$ cat config.mk
export PLATFORM = sky130hd
export DESIGN_NAME = sr_target_loader
export DESIGN_NICKNAME = d
export VERILOG_FILES = /design/src/rtl/sr_loader_pkg.sv /design/src/rtl/sr_clock_gen.sv /design/src/rtl/sr_target_loader.sv
export SDC_FILE = /design/constraint.sdc
export NUM_CORES = 1
export LEC_CHECK = 0
export CORE_ASPECT_RATIO = 0.7
export CORE_UTILIZATION = 30
export CTS_BUF_LIST = sky130_fd_sc_hd__clkbuf_2 sky130_fd_sc_hd__clkbuf_4 sky130_fd_sc_hd__clkbuf_8
export DETAILED_ROUTE_END_ITERATION = 6
export PLACE_DENSITY_LB_ADDON = 0.25
export REMOVE_ABC_BUFFERS = 1
export SLEW_MARGIN = 20
export SYNTH_ARGS = -nofsm -noshare
export SYNTH_HDL_FRONTEND = slang
export SYNTH_SLANG_ARGS = --single-unit
export TNS_END_PERCENT = 100
$ cat constraint.sdc
create_clock -name sys_clock -period 2.3 [get_ports sys_clock]
set_input_delay 0.345 -clock sys_clock [delete_from_list [all_inputs] [get_ports sys_clock]]
set_output_delay 0.345 -clock sys_clock [all_outputs]
set_load 0.03 [all_outputs]
$ cat src/rtl/sr_loader_pkg.sv
// Shared definitions for the shift-register target loader: sequence states,
// target select encoding and the default word width.
package sr_loader_pkg;

   localparam int DEF_WORD_WIDTH = 32;

   // Target select encoding carried on load_select
   localparam logic SEL_DIVIDER = 1'b0;
   localparam logic SEL_ROW     = 1'b1;

   typedef enum logic [2:0] {
      IDLE  = 3'd0,
      RESET = 3'd1,
      LEAD  = 3'd2,
      SHIFT = 3'd3,
      TRAIL = 3'd4,
      DONE  = 3'd5
   } state_e;

   // States in which the selected register's shift enable is held high
   function automatic logic drives_enable(input state_e s);
      return (s == LEAD) || (s == SHIFT) || (s == TRAIL);
   endfunction

endpackage

$ cat src/rtl/sr_clock_gen.sv
// Serial clock generator: a half-period down-counter that flips the
// registered sr_data_clock each time it expires, while run is high.
// With run low the clock is parked low and the counter is preloaded so the
// first phase after run rises is a full low half period.
module sr_clock_gen
   import sr_loader_pkg::*;
#(
   parameter int HALF_PERIOD = 4
) (
   input  logic sys_clock,
   input  logic sys_reset,
   input  logic run,
   output logic phase_tick,
   output logic sr_data_clock
);

   localparam logic [7:0] RELOAD   = 8'(HALF_PERIOD - 1);
   localparam logic [7:0] CNT_ZERO = 8'd0;
   localparam logic [7:0] CNT_ONE  = 8'd1;

   logic [7:0] half_cnt_r;
   logic       data_clock_r;

   // A phase ends on the last cycle of the current half period
   assign phase_tick    = run && (half_cnt_r == CNT_ZERO);
   assign sr_data_clock = data_clock_r;

   // Half-period counter and serial clock register
   always_ff @(posedge sys_clock) begin
      if (sys_reset) begin
         half_cnt_r   <= CNT_ZERO;
         data_clock_r <= 1'b0;
      end else if (!run) begin
         half_cnt_r   <= RELOAD;
         data_clock_r <= 1'b0;
      end else if (half_cnt_r == CNT_ZERO) begin
         half_cnt_r   <= RELOAD;
         data_clock_r <= ~data_clock_r;
      end else begin
         half_cnt_r   <= half_cnt_r - CNT_ONE;
         data_clock_r <= data_clock_r;
      end
   end

endmodule

$ cat src/rtl/sr_target_loader.sv
// Loads a parallel word into one of the divider's two serial target
// registers: reset pulse, guarded enable window, MSB-first shift with a
// generated serial clock, then a one-cycle done pulse. All sequence outputs
// are registered from the next-state decode so they line up with the state.
module sr_target_loader
   import sr_loader_pkg::*;
#(
   parameter int HALF_PERIOD  = 4,
   parameter int RESET_CYCLES = 2,
   parameter int GUARD_CYCLES = 2,
   parameter int WORD_WIDTH   = DEF_WORD_WIDTH
) (
   input  logic                  sys_clock,
   input  logic                  sys_reset,
   input  logic                  load_valid,
   input  logic                  load_select,
   input  logic                  load_clear_only,
   input  logic [WORD_WIDTH-1:0] load_word,
   output logic                  load_ready,
   output logic                  load_done,
   output logic                  sr_data,
   output logic                  sr_data_clock,
   output logic                  sr_div_data_enable,
   output logic                  sr_div_data_reset,
   output logic                  sr_row_data_enable,
   output logic                  sr_row_data_reset
);

   localparam int IDX_W = $clog2(WORD_WIDTH);
   localparam int CNT_W = 8;

   localparam logic [CNT_W-1:0] RESET_LOAD = CNT_W'(RESET_CYCLES - 1);
   localparam logic [CNT_W-1:0] GUARD_LOAD = CNT_W'(GUARD_CYCLES - 1);
   localparam logic [CNT_W-1:0] CNT_ZERO   = CNT_W'(0);
   localparam logic [CNT_W-1:0] CNT_ONE    = CNT_W'(1);
   localparam logic [IDX_W-1:0] IDX_LAST   = IDX_W'(WORD_WIDTH - 1);
   localparam logic [IDX_W-1:0] IDX_ZERO   = IDX_W'(0);
   localparam logic [IDX_W-1:0] IDX_ONE    = IDX_W'(1);

   state_e                state_r, state_s;
   logic [CNT_W-1:0]      cnt_r, cnt_s;
   logic [IDX_W-1:0]      idx_r, idx_s;
   logic [WORD_WIDTH-1:0] word_r, word_s;
   logic                  sel_r, sel_s;
   logic                  clear_r, clear_s;
   logic                  data_r, data_s, data_out_s;
   logic                  ready_r, ready_s;
   logic                  done_r, done_s;
   logic                  div_en_r, div_en_s, div_rst_r, div_rst_s;
   logic                  row_en_r, row_en_s, row_rst_r, row_rst_s;
   logic                  run_s, phase_tick_s, data_clock_s;

   assign run_s = (state_r == SHIFT);

   sr_clock_gen #(
      .HALF_PERIOD (HALF_PERIOD)
   ) u_clock_gen (
      .sys_clock     (sys_clock),
      .sys_reset     (sys_reset),
      .run           (run_s),
      .phase_tick    (phase_tick_s),
      .sr_data_clock (data_clock_s)
   );

   // Next-state, capture and output decode for the load sequence
   always_comb begin
      state_s = state_r;
      cnt_s   = cnt_r;
      idx_s   = idx_r;
      word_s  = word_r;
      sel_s   = sel_r;
      clear_s = clear_r;
      data_s  = data_r;
      case (state_r)
         IDLE: begin
            if (load_valid) begin
               word_s  = load_word;
               sel_s   = load_select;
               clear_s = load_clear_only;
               cnt_s   = RESET_LOAD;
               state_s = RESET;
            end else begin
               state_s = IDLE;
            end
         end
         RESET: begin
            if (cnt_r != CNT_ZERO) begin
               cnt_s = cnt_r - CNT_ONE;
            end else if (clear_r) begin
               state_s = DONE;
            end else begin
               state_s = LEAD;
               cnt_s   = GUARD_LOAD;
               idx_s   = IDX_LAST;
               data_s  = word_r[WORD_WIDTH-1];
            end
         end
         LEAD: begin
            if (cnt_r != CNT_ZERO) begin
               cnt_s = cnt_r - CNT_ONE;
            end else begin
               state_s = SHIFT;
            end
         end
         SHIFT: begin
            // Bits advance only as the serial clock falls, keeping data
            // stable around every rising edge.
            if (phase_tick_s && data_clock_s) begin
               if (idx_r == IDX_ZERO) begin
                  state_s = TRAIL;
                  cnt_s   = GUARD_LOAD;
               end else begin
                  idx_s  = idx_r - IDX_ONE;
                  data_s = word_r[idx_r - IDX_ONE];
               end
            end else begin
               state_s = SHIFT;
            end
         end
         TRAIL: begin
            if (cnt_r != CNT_ZERO) begin
               cnt_s = cnt_r - CNT_ONE;
            end else begin
               state_s = DONE;
            end
         end
         DONE: begin
            state_s = IDLE;
         end
         default: begin
            state_s = IDLE;
         end
      endcase

      ready_s    = (state_s == IDLE);
      done_s     = (state_s == DONE);
      data_out_s = drives_enable(state_s) ? data_s : 1'b0;
      div_en_s   = drives_enable(state_s) && (sel_s == SEL_DIVIDER);
      div_rst_s  = (state_s == RESET) && (sel_s == SEL_DIVIDER);
      row_en_s   = drives_enable(state_s) && (sel_s == SEL_ROW);
      row_rst_s  = (state_s == RESET) && (sel_s == SEL_ROW);
   end

   // State, counters, captured request and registered outputs
   always_ff @(posedge sys_clock) begin
      if (sys_reset) begin
         state_r   <= IDLE;
         cnt_r     <= CNT_ZERO;
         idx_r     <= IDX_ZERO;
         word_r    <= '0;
         sel_r     <= 1'b0;
         clear_r   <= 1'b0;
         data_r    <= 1'b0;
         ready_r   <= 1'b1;
         done_r    <= 1'b0;
         div_en_r  <= 1'b0;
         div_rst_r <= 1'b0;
         row_en_r  <= 1'b0;
         row_rst_r <= 1'b0;
      end else begin
         state_r   <= state_s;
         cnt_r     <= cnt_s;
         idx_r     <= idx_s;
         word_r    <= word_s;
         sel_r     <= sel_s;
         clear_r   <= clear_s;
         data_r    <= data_out_s;
         ready_r   <= ready_s;
         done_r    <= done_s;
         div_en_r  <= div_en_s;
         div_rst_r <= div_rst_s;
         row_en_r  <= row_en_s;
         row_rst_r <= row_rst_s;
      end
   end

   assign load_ready         = ready_r;
   assign load_done          = done_r;
   assign sr_data            = data_r;
   assign sr_data_clock      = data_clock_s;
   assign sr_div_data_enable = div_en_r;
   assign sr_div_data_reset  = div_rst_r;
   assign sr_row_data_enable = row_en_r;
   assign sr_row_data_reset  = row_rst_r;

endmodule

==> Implementation_results.wiki, run 1 <==
{| class="wikitable"
! Metric !! Value
|-
| Number of input and output port buffers inserted || 44
|-
| Number of inserted diodes || 0
|-
| PostCTS Resize Cnt || 0
|-
| Highest clock rate || 488 MHz
|-
| Number of setup buffers added after CTS || 0
|-
| Via-per-instance ratio || 4.87
|-
| Post-synthesis instance area || 3210 sq um
|-
| Pin count of the biggest net entering global routing || 35
|-
| Wire length reported by the detailed router || 7.57 mm
|-
| Headroom to the max-slew limit || 0.675
|-
| CTS tree || done
|-
| Library cell occupying the most area in the post-synthesis netlist || sky130_fd_sc_hd__dfxtp_1
|-
| Placeable core region || 10400 sq um
|-
| Number of DRC markers in iteration 0 || roughly 100
|-
| Number of unique standard cell types used by synthesis || 57
|-
| Internal cell power || 3170 uW
|-
| Max-slew violation total from the final report || 0
|-
| Final cycle utilization of the critical path || 0.891
|-
| Grt ovf || 0
|-
| Pwr dens || 1320 nW/um^2
|-
| Number of flops mapped to enable cells by yosys || 0
|-
| IO Count || 45
|-
| Antenna violations before repair || 0
|-
| Proportion of synthesized area in mux cells || 0.0625
|-
| Final clock skew || 0.0101 ns
|-
| Data required time of the worst path || approximately 2.6 ns
|-
| Data arrival at the endpoint of the critical path || 2.30 ns
|-
| Part of the power in registers || 0.318
|-
| Clk_lat worst skew || 0.35 ns
|-
| Clock period minus final worst setup slack || 2.05 ns
|-
| Final routed wire length divided by cell count || 13.8 um
|-
| Layout Cell Area excl Fill || 4010 sq um
|-
| Root buffer selected by CTS || sky130_fd_sc_hd__clkbuf_8
|-
| Cell-by-cell listing of the critical path || or3b_1, o22ai_2, and3_1, a31oi_1, a211oi_1
|-
| Gr usage total || 0.148
|-
| Placed instance area || 3780 sq um
|-
| Post-DRT Antenna Nets || 0
|-
| Height of the chip || between 80 and 90 um
|-
| Clock-pin slew of the registers on the worst-case setup and hold paths || 0.07 ns
|-
| Cell types with the largest area share after synthesis || sky130_fd_sc_hd__dfxtp_1, sky130_fd_sc_hd__nand2_1, sky130_fd_sc_hd__a21oi_1
|-
| Fraction of final layout cells with drive strength greater than 1 || 0.118
|-
| Setup violations, final || 0
|-
| Crit path buf inv count || 0
|-
| Final-layout fill cell count || 1060
|-
| Clock network power share || 0.209
|-
| Status || complete, no violations
|-
| Post-synthesis cell count || about 370
|-
| Number of synthesized register bits || 66
|-
| Clock sink count || between 60 and 70
|-
| Relative contribution of combinational cells to total power || 0.473
|-
| Total Die Area || 11100 sq um
|-
| Layout overhead on the synthesized area || 25.1%
|-
| Highest net fanout along the worst path || 11
|-
| Starting density of the core || 0.310
|-
| DRC || 0
|-
| Leakage Power || 0.00149 uW
|-
| Weighted congestion reported at the end of routability-driven placement || 0.823
|-
| DR pass1 iterations || 4
|-
| Standard-cell rows || 31
|-
| Async S/R FF share, synth || 0
|-
| Dpl hpwl || 5.37 mm
|-
| CP delay by family, top || simple AND/OR/NAND/NOR gates
|-
| Crit path launch type || flop
|-
| Final core occ || 0.387
|-
| Top FF cell, synth || sky130_fd_sc_hd__dfxtp_1
|-
| Sort of element at the end of the critical path || flop
|-
| Via count of the first global-routing pass || 2667
|-
| Delay of the slowest critical-path stage || 0.61 ns
|-
| Power, Total || 5290 uW
|-
| Number of buffers inserted by hold repair at cts || 0
|-
| Max-cap violation count || 0
|-
| Total number of yosys warnings || 0
|-
| Vias after detailed routing || between 2000 and 3000
|-
| Path class of the lowest-slack min-delay path || input pin to flop
|-
| Switching Power || 2120 uW
|-
| Crit-path slowest cell || sky130_fd_sc_hd__dfxtp_1
|-
| Post-synthesis compound-gate area fraction || 0.161
|-
| Simple logic cell fraction of the synthesized area || 0.265
|-
| Fraction of synthesized cell area in xor and xnor cells || 0.0301
|-
| Total clock buffers created by CTS || 9
|-
| Final-report hold violation count || 0
|-
| Main combinational cell family by area after synthesis || simple AND/OR/NAND/NOR gates
|-
| Worst-margin pin slew || approximately 0.48 ns
|-
| Worst Setup Path Type || flop to flop
|-
| Peak ir drop on the vdd network || ~0.50 mV
|-
| Post-layout net count || 454
|-
| CTS max path bufs || 2
|-
| Setup Total Neg Slack || 0 ns
|-
| Worst hold slack after final layout || between 0.3 and 0.4 ns
|-
| Setup repair after global routing missed its margin || false
|-
| Portion of synthesized cell area occupied by the leading cell type || 0.412
|-
| Sw frac || 0.400
|-
| First-pass GRT wire length || 12.8 mm
|-
| Share of synthesized area occupied by flip-flops and latches || 0.412
|-
| Adder-cell share of the synthesized area || 0.0234
|-
| H-tree Lvls || 3
|-
| Width of the die || roughly 130 um
|-
| Mean instance size in the synthesized netlist || 8.73 sq um
|}
==> power by group through the flow <==
| stage | sequential [uW] | clock (uW) | combinational, uW |
|---|---|---|---|
| floorplan | 1730 | 0 | 1730 |
| global placement | 1700 | 0 | 2480 |
| detailed placement | 1700 | 0 | 2490 |
| CTS | 1680 | 1140 | 2500 |
| global route | 1720 | 1190 | 2780 |
| finish | 1680 | 1100 | 2500 |
==> synth_stat cells, drive strengths merged, types with 3 or more instances <==
master  count
nor3b       5
nor3        7
clkbuf     13
nand2b      3
a21o        4
o32ai       3
a21oi      41
buf         6
and2        4
a211oi      3
nor2       32
xnor2       6
mux4        8
o211ai      5
a31oi       6
a311oi      5
nand3       9
and3        4
nand2      87
dfxtp      66
ha          6
nand3b      3
inv         9
nor4        3
xor2        5
==> registers in the layout, indices dropped and copies added, names as in the netlist <==
register and cells:
load_done 1, cnt_r 8, u_clock_gen.sr_data_clock 1, state_r 3, u_clock_gen.half_cnt_r 8, load_ready 1, sr_row_data_enable 1, sr_row_data_reset 1
clear_r 1, sr_div_data_enable 1, sr_data 1, idx_r 5, sr_div_data_reset 1, sel_r 1, word_r 32
==> metrics by stage <==
step / cells / worst slack [ns]
2_1_floorplan: 347 / -0.248
3_3_place_gp: 532 / 0.296
3_5_place_dp: 532 / 0.275
4_1_cts: 548 / 0.266
5_1_grt: 548 / 0.0449
6_report: 548 / 0.251
==> layout by cell type, fill, tap and decap left out, types with 2 or more instances in the layout <==
cell type	n
sky130_fd_sc_hd__nor3_1	7
sky130_fd_sc_hd__nor4b_4	2
sky130_fd_sc_hd__mux4_2	8
sky130_fd_sc_hd__dfxtp_1	66
sky130_fd_sc_hd__nor2_1	32
sky130_fd_sc_hd__a21o_1	4
sky130_fd_sc_hd__clkbuf_4	2
sky130_fd_sc_hd__buf_4	8
sky130_fd_sc_hd__xor2_1	5
sky130_fd_sc_hd__clkinvlp_4	2
sky130_fd_sc_hd__nor3b_1	3
sky130_fd_sc_hd__clkdlybuf4s50_1	43
sky130_fd_sc_hd__nand2b_1	3
sky130_fd_sc_hd__ha_1	6
sky130_fd_sc_hd__a211oi_1	2
sky130_fd_sc_hd__a21oi_1	40
sky130_fd_sc_hd__o211ai_1	5
sky130_fd_sc_hd__nand3_1	9
sky130_fd_sc_hd__and3_1	4
sky130_fd_sc_hd__nand3b_1	2
sky130_fd_sc_hd__a31oi_1	6
sky130_fd_sc_hd__nand2_1	86
sky130_fd_sc_hd__mux2i_1	2
sky130_fd_sc_hd__o32ai_1	2
sky130_fd_sc_hd__and2_1	3
sky130_fd_sc_hd__xnor2_1	6
sky130_fd_sc_hd__bufinv_16	2
sky130_fd_sc_hd__o21a_1	2
sky130_fd_sc_hd__clkbuf_8	10
sky130_fd_sc_hd__inv_1	9
sky130_fd_sc_hd__a311oi_1	5
sky130_fd_sc_hd__o211a_1	2
sky130_fd_sc_hd__nor3b_2	2
sky130_fd_sc_hd__nor4_4	2
==> cells by family after synthesis <==
| group | Yosys count |
|---|---|
| simple gates | 168 |
| compound gates | 77 |
| flops | 66 |
| buf+inv | 29 |
| xor+xnor | 11 |
| mux | 10 |
| fa+ha+maj | 6 |
==> per-layer routing <==
layer	wire, um	global-route usage
met5	0	0
met4	74	0.0510
met3	275	0.0351
met2	3030	0.216
met1	4200	0.213
==> layout make-up <==
cell class / instances / area [sq um] / share of cell area
Clock buffer: 12 / 153 / 0.0381
Inverter: 9 / 33.8 / 0.00842
Clock inverter: 4 / 75.1 / 0.0187
Sequential cell: 66 / 1320 / 0.329
Timing Repair Buffer: 53 / 515 / 0.129
Multi-Input combinational cell: 272 / 1750 / 0.436
Tap cell: 132 / 165 / 0.0412
==> path summary, 6_finish.rpt <==
check | start | end | slack, ns | cells after the start
setup / recovery | state_r[0] | cnt_r[4] | 0.25 | 5
hold / removal | sys_reset | state_r[2] | 0.37 | 2
setup reg to reg | state_r[0] | cnt_r[4] | 0.25 | 5
hold reg to reg | word_r[16] | word_r[16] | 0.45 | 2
==> worst reg2reg max path: cells and delay by family (launching register included) <==
family,cells,cell delay (ns)
AOI/OAI and AO/OA,3,0.64
and+or+nand+nor,2,0.71
DFF,1,0.61
Power figures use the tool's default switching activity.
==> inputs of run 2 (changes only) <==
- CORE_MARGIN: not set -> 3
==> Implementation_results.wiki, run 2 (synthesis gave the netlist of run 1 again) <==
{| class="wikitable"
! Metric !! Value
|-
| CTS tree || done
|-
| Worst-margin pin slew || 0.539 ns (+0.0561 ns)
|-
| Number of DRC markers in iteration 0 || 142 (+38%)
|-
| Setup repair after global routing missed its margin || false
|-
| Power, Total || 5140 uW (-2.7%)
|-
| Post-placement worst setup slack || 0.217 ns (-0.0576 ns)
|-
| Vias after detailed routing || 2664 (-0.22%)
|-
| Count of placed standard cells in the final layout, fillers left out || 540 (-1.5%)
|-
| Max reg flops || 32 (unchanged)
|-
| Sw frac || 0.406 (+0.00616)
|-
| Standard-cell rows || 30 (-3.2%)
|-
| Peak ir drop on the vdd network || 0.444 mV (-12%)
|-
| Final worst-path setup slack || 0.222 ns (-0.0295 ns)
|-
| Placeable core region || 10100 sq um (-2.9%)
|-
| Crit-path slowest cell || sky130_fd_sc_hd__dfxtp_1
|-
| Grt ovf || 0 (unchanged)
|-
| H-tree Lvls || 3 (unchanged)
|-
| Width of the die || 130 um (+3.2%)
|-
| Antenna violations before repair || 0 (unchanged)
|-
| Pin count of the biggest net entering global routing || 35 (unchanged)
|-
| Path class of the lowest-slack min-delay path || flop to flop
|-
| Register containing the most flip-flops in the final layout || word_r
|-
| First-pass GRT wire length || 12.6 mm (-1.5%)
|-
| Worst Setup Path Type || flop to flop
|-
| DRC || 0 (unchanged)
|-
| Data arrival at the endpoint of the critical path || 2.32 ns (+0.02 ns)
|-
| Max-slew violation total from the final report || 0 (unchanged)
|-
| Leading registers by flop count || word_r x32, cnt_r x8, u_clock_gen.half_cnt_r x8
|-
| Leakage Power || 0.00146 uW (-1.9%)
|-
| Post-layout net count || 452 (-0.44%)
|-
| Cell Count Post-Placement || 526 (-1.1%)
|-
| Status || complete, no violations
|-
| Post-DRT Antenna Nets || 0 (unchanged)
|-
| Layout overhead on the synthesized area || 23.1%
|-
| Cell-by-cell listing of the critical path || inv_1, ha_1, nor4b_4, nand3_1, nand2_1, o211a_2, o211ai_1, and3_1
|-
| Highest net fanout along the worst path || 8 (-3)
|-
| Routed met3 length || 316 um (+15%)
|-
| Clk_lat worst skew || 0.35 ns (about the same)
|-
| CP delay by family, top || simple AND/OR/NAND/NOR gates
|-
| Clock network power share || 0.193 (-0.016)
|-
| CTS max path bufs || 2 (unchanged)
|-
| Internal cell power || 3050 uW (-3.7%)
|-
| Max-cap violation count || 0 (unchanged)
|-
| Dpl hpwl || 5.30 mm (-1.2%)
|-
| Crit path buf inv count || 1 (+1)
|-
| Weighted congestion reported at the end of routability-driven placement || 0.881 (+7.1%)
|-
| Sort of element at the end of the critical path || flop
|-
| Starting density of the core || 0.319 (+0.00912)
|-
| Highest metal layer used by the detailed router || met4
|-
| Highest clock rate || 481 MHz (-1.4%)
|-
| Root buffer selected by CTS || sky130_fd_sc_hd__clkbuf_8
|-
| Final clock skew || 0.0129 ns (+0.00281 ns)
|-
| Height of the chip || 92.5 um (+4.5%)
|-
| Relative contribution of combinational cells to total power || 0.479 (+0.006)
|-
| Delay of the slowest critical-path stage || 0.35 ns (-0.26 ns)
|-
| Data required time of the worst path || 2.55 ns (about the same)
|-
| Pwr dens || 1300 nW/um^2 (-1.2%)
|-
| DRT met1 WL || 3.92 mm (-6.7%)
|-
| Total clock buffers created by CTS || 9 (unchanged)
|-
| Leading cell type in the layout, fill and taps excluded || sky130_fd_sc_hd__nand2_1
|-
| Headroom to the max-slew limit || 0.640 (-0.0350)
|-
| Via count of the first global-routing pass || 2600 (-2.5%)
|-
| Final-layout fill cell count || 1047 (-1.2%)
|-
| Fraction of final layout cells with drive strength greater than 1 || 0.112 (-0.00614)
|-
| Final cycle utilization of the critical path || 0.904 (+0.0128)
|-
| Switching Power || 2090 uW (-1.3%)
|-
| IO Count || 45 (unchanged)
|-
| Gr usage total || 0.132 (-0.0155)
|-
| Number of input and output port buffers inserted || 44 (unchanged)
|-
| Setup violations, final || 0 (unchanged)
|-
| DR pass1 iterations || 4 (unchanged)
|-
| Crit path launch type || flop
|-
| Part of the power in registers || 0.328 (+0.010)
|-
| Number of inserted diodes || 0 (unchanged)
|-
| Total Die Area || 12000 sq um (+7.9%)
|-
| Final-report hold violation count || 0 (unchanged)
|-
| Number of setup buffers added after CTS || 0 (unchanged)
|-
| Met2 WL post-DR || 3.12 mm (+3.0%)
|-
| Final routed wire length divided by cell count || 13.8 um (-0.30%)
|-
| Wire length reported by the detailed router || 7.44 mm (-1.8%)
|-
| Most frequent cells in the layout || sky130_fd_sc_hd__nand2_1, sky130_fd_sc_hd__dfxtp_1, sky130_fd_sc_hd__clkdlybuf4s50_1
|-
| Clock sink count || 66 (unchanged)
|-
| Clock-pin slew of the registers on the worst-case setup and hold paths || 0.07 ns (about the same)
|-
| Via-per-instance ratio || 4.93 (+1.3%)
|-
| Clock period minus final worst setup slack || 2.08 ns (+0.0295 ns)
|}
-- run 2: power by group through the flow --
stage,combinational (uW),clock (uW),sequential (uW)
2_1_floorplan,1730,0,1730
3_3_place_gp,2450,0,1700
3_5_place_dp,2450,0,1710
4_1_cts,2470,1030,1680
5_1_grt,2780,1070,1730
6_report,2460,993,1690
-- run 2: path summary, 6_finish.rpt --
path | startpoint | endpoint | slack (ns) | cells after the start
max | idx_r[1] | cnt_r[2] | 0.22 | 8
min | word_r[13] | word_r[13] | 0.45 | 2
max reg2reg | idx_r[1] | cnt_r[2] | 0.22 | 8
min reg2reg | word_r[13] | word_r[13] | 0.45 | 2
-- run 2: what timing repair did --
item / in CTS / in global routing
endpoints found under the setup margin: 0 / 1
hold buffers: 0 / 0
resized for setup: 0 / 1
-- run 2: cell type report --
cell class	count	area (sq um)	share of cell area
inverter	9	33.8	0.00856
clock inverter	2	37.5	0.00951
clock buffer	12	159	0.0403
timing repair buffer	51	488	0.124
tap	128	160	0.0406
sequential	66	1320	0.335
multi-input combinational	272	1750	0.443
-- run 2: worst min-delay path: stages, from the launching register on --
cell and delay (ns):
sky130_fd_sc_hd__dfxtp_1 0.31, sky130_fd_sc_hd__nand2_1 0.05, sky130_fd_sc_hd__a21oi_1 0.05
-- run 2: layer usage --
| metal | vias up | GRT usage |
|---|---|---|
| met3 | 7 | 0.0438 |
| met2 | 49 | 0.181 |
| met4 | 0 | 0.0519 |
| met1 | 1248 | 0.190 |
| met5 | - | 0 |
| li1 | 1360 | - |
-- run 2: stage by stage --
| step | utilization | area [sq um] | hold slack (ns) | TNS [ns] |
|---|---|---|---|---|
| 5_1_grt | 0.392 | 3950 | 0.471 | 0 |
| 3_3_place_gp | 0.373 | 3750 | 0.441 | 0 |
| 6_report | 0.392 | 3950 | 0.452 | 0 |
| 2_1_floorplan | - | 3090 | 0.414 | -2.42 |
| 4_1_cts | 0.392 | 3950 | 0.431 | 0 |
| 3_5_place_dp | 0.373 | 3750 | 0.444 | 0 |
==> inputs of run 3 (changes only) <==
--- a/constraint.sdc
+++ b/constraint.sdc
@@ -3,2 +3,2 @@
 set_output_delay 0.345 -clock sys_clock [all_outputs]
-set_load 0.03 [all_outputs]
+set_load 0.02 [all_outputs]
==> results of run 3 <==
The final DEF is identical to that of run 2. Status: complete, no violations.
Main changes from that run: total power 5140 uW -> 5120 uW; worst IR drop on VDD 0.444 mV -> 0.422 mV
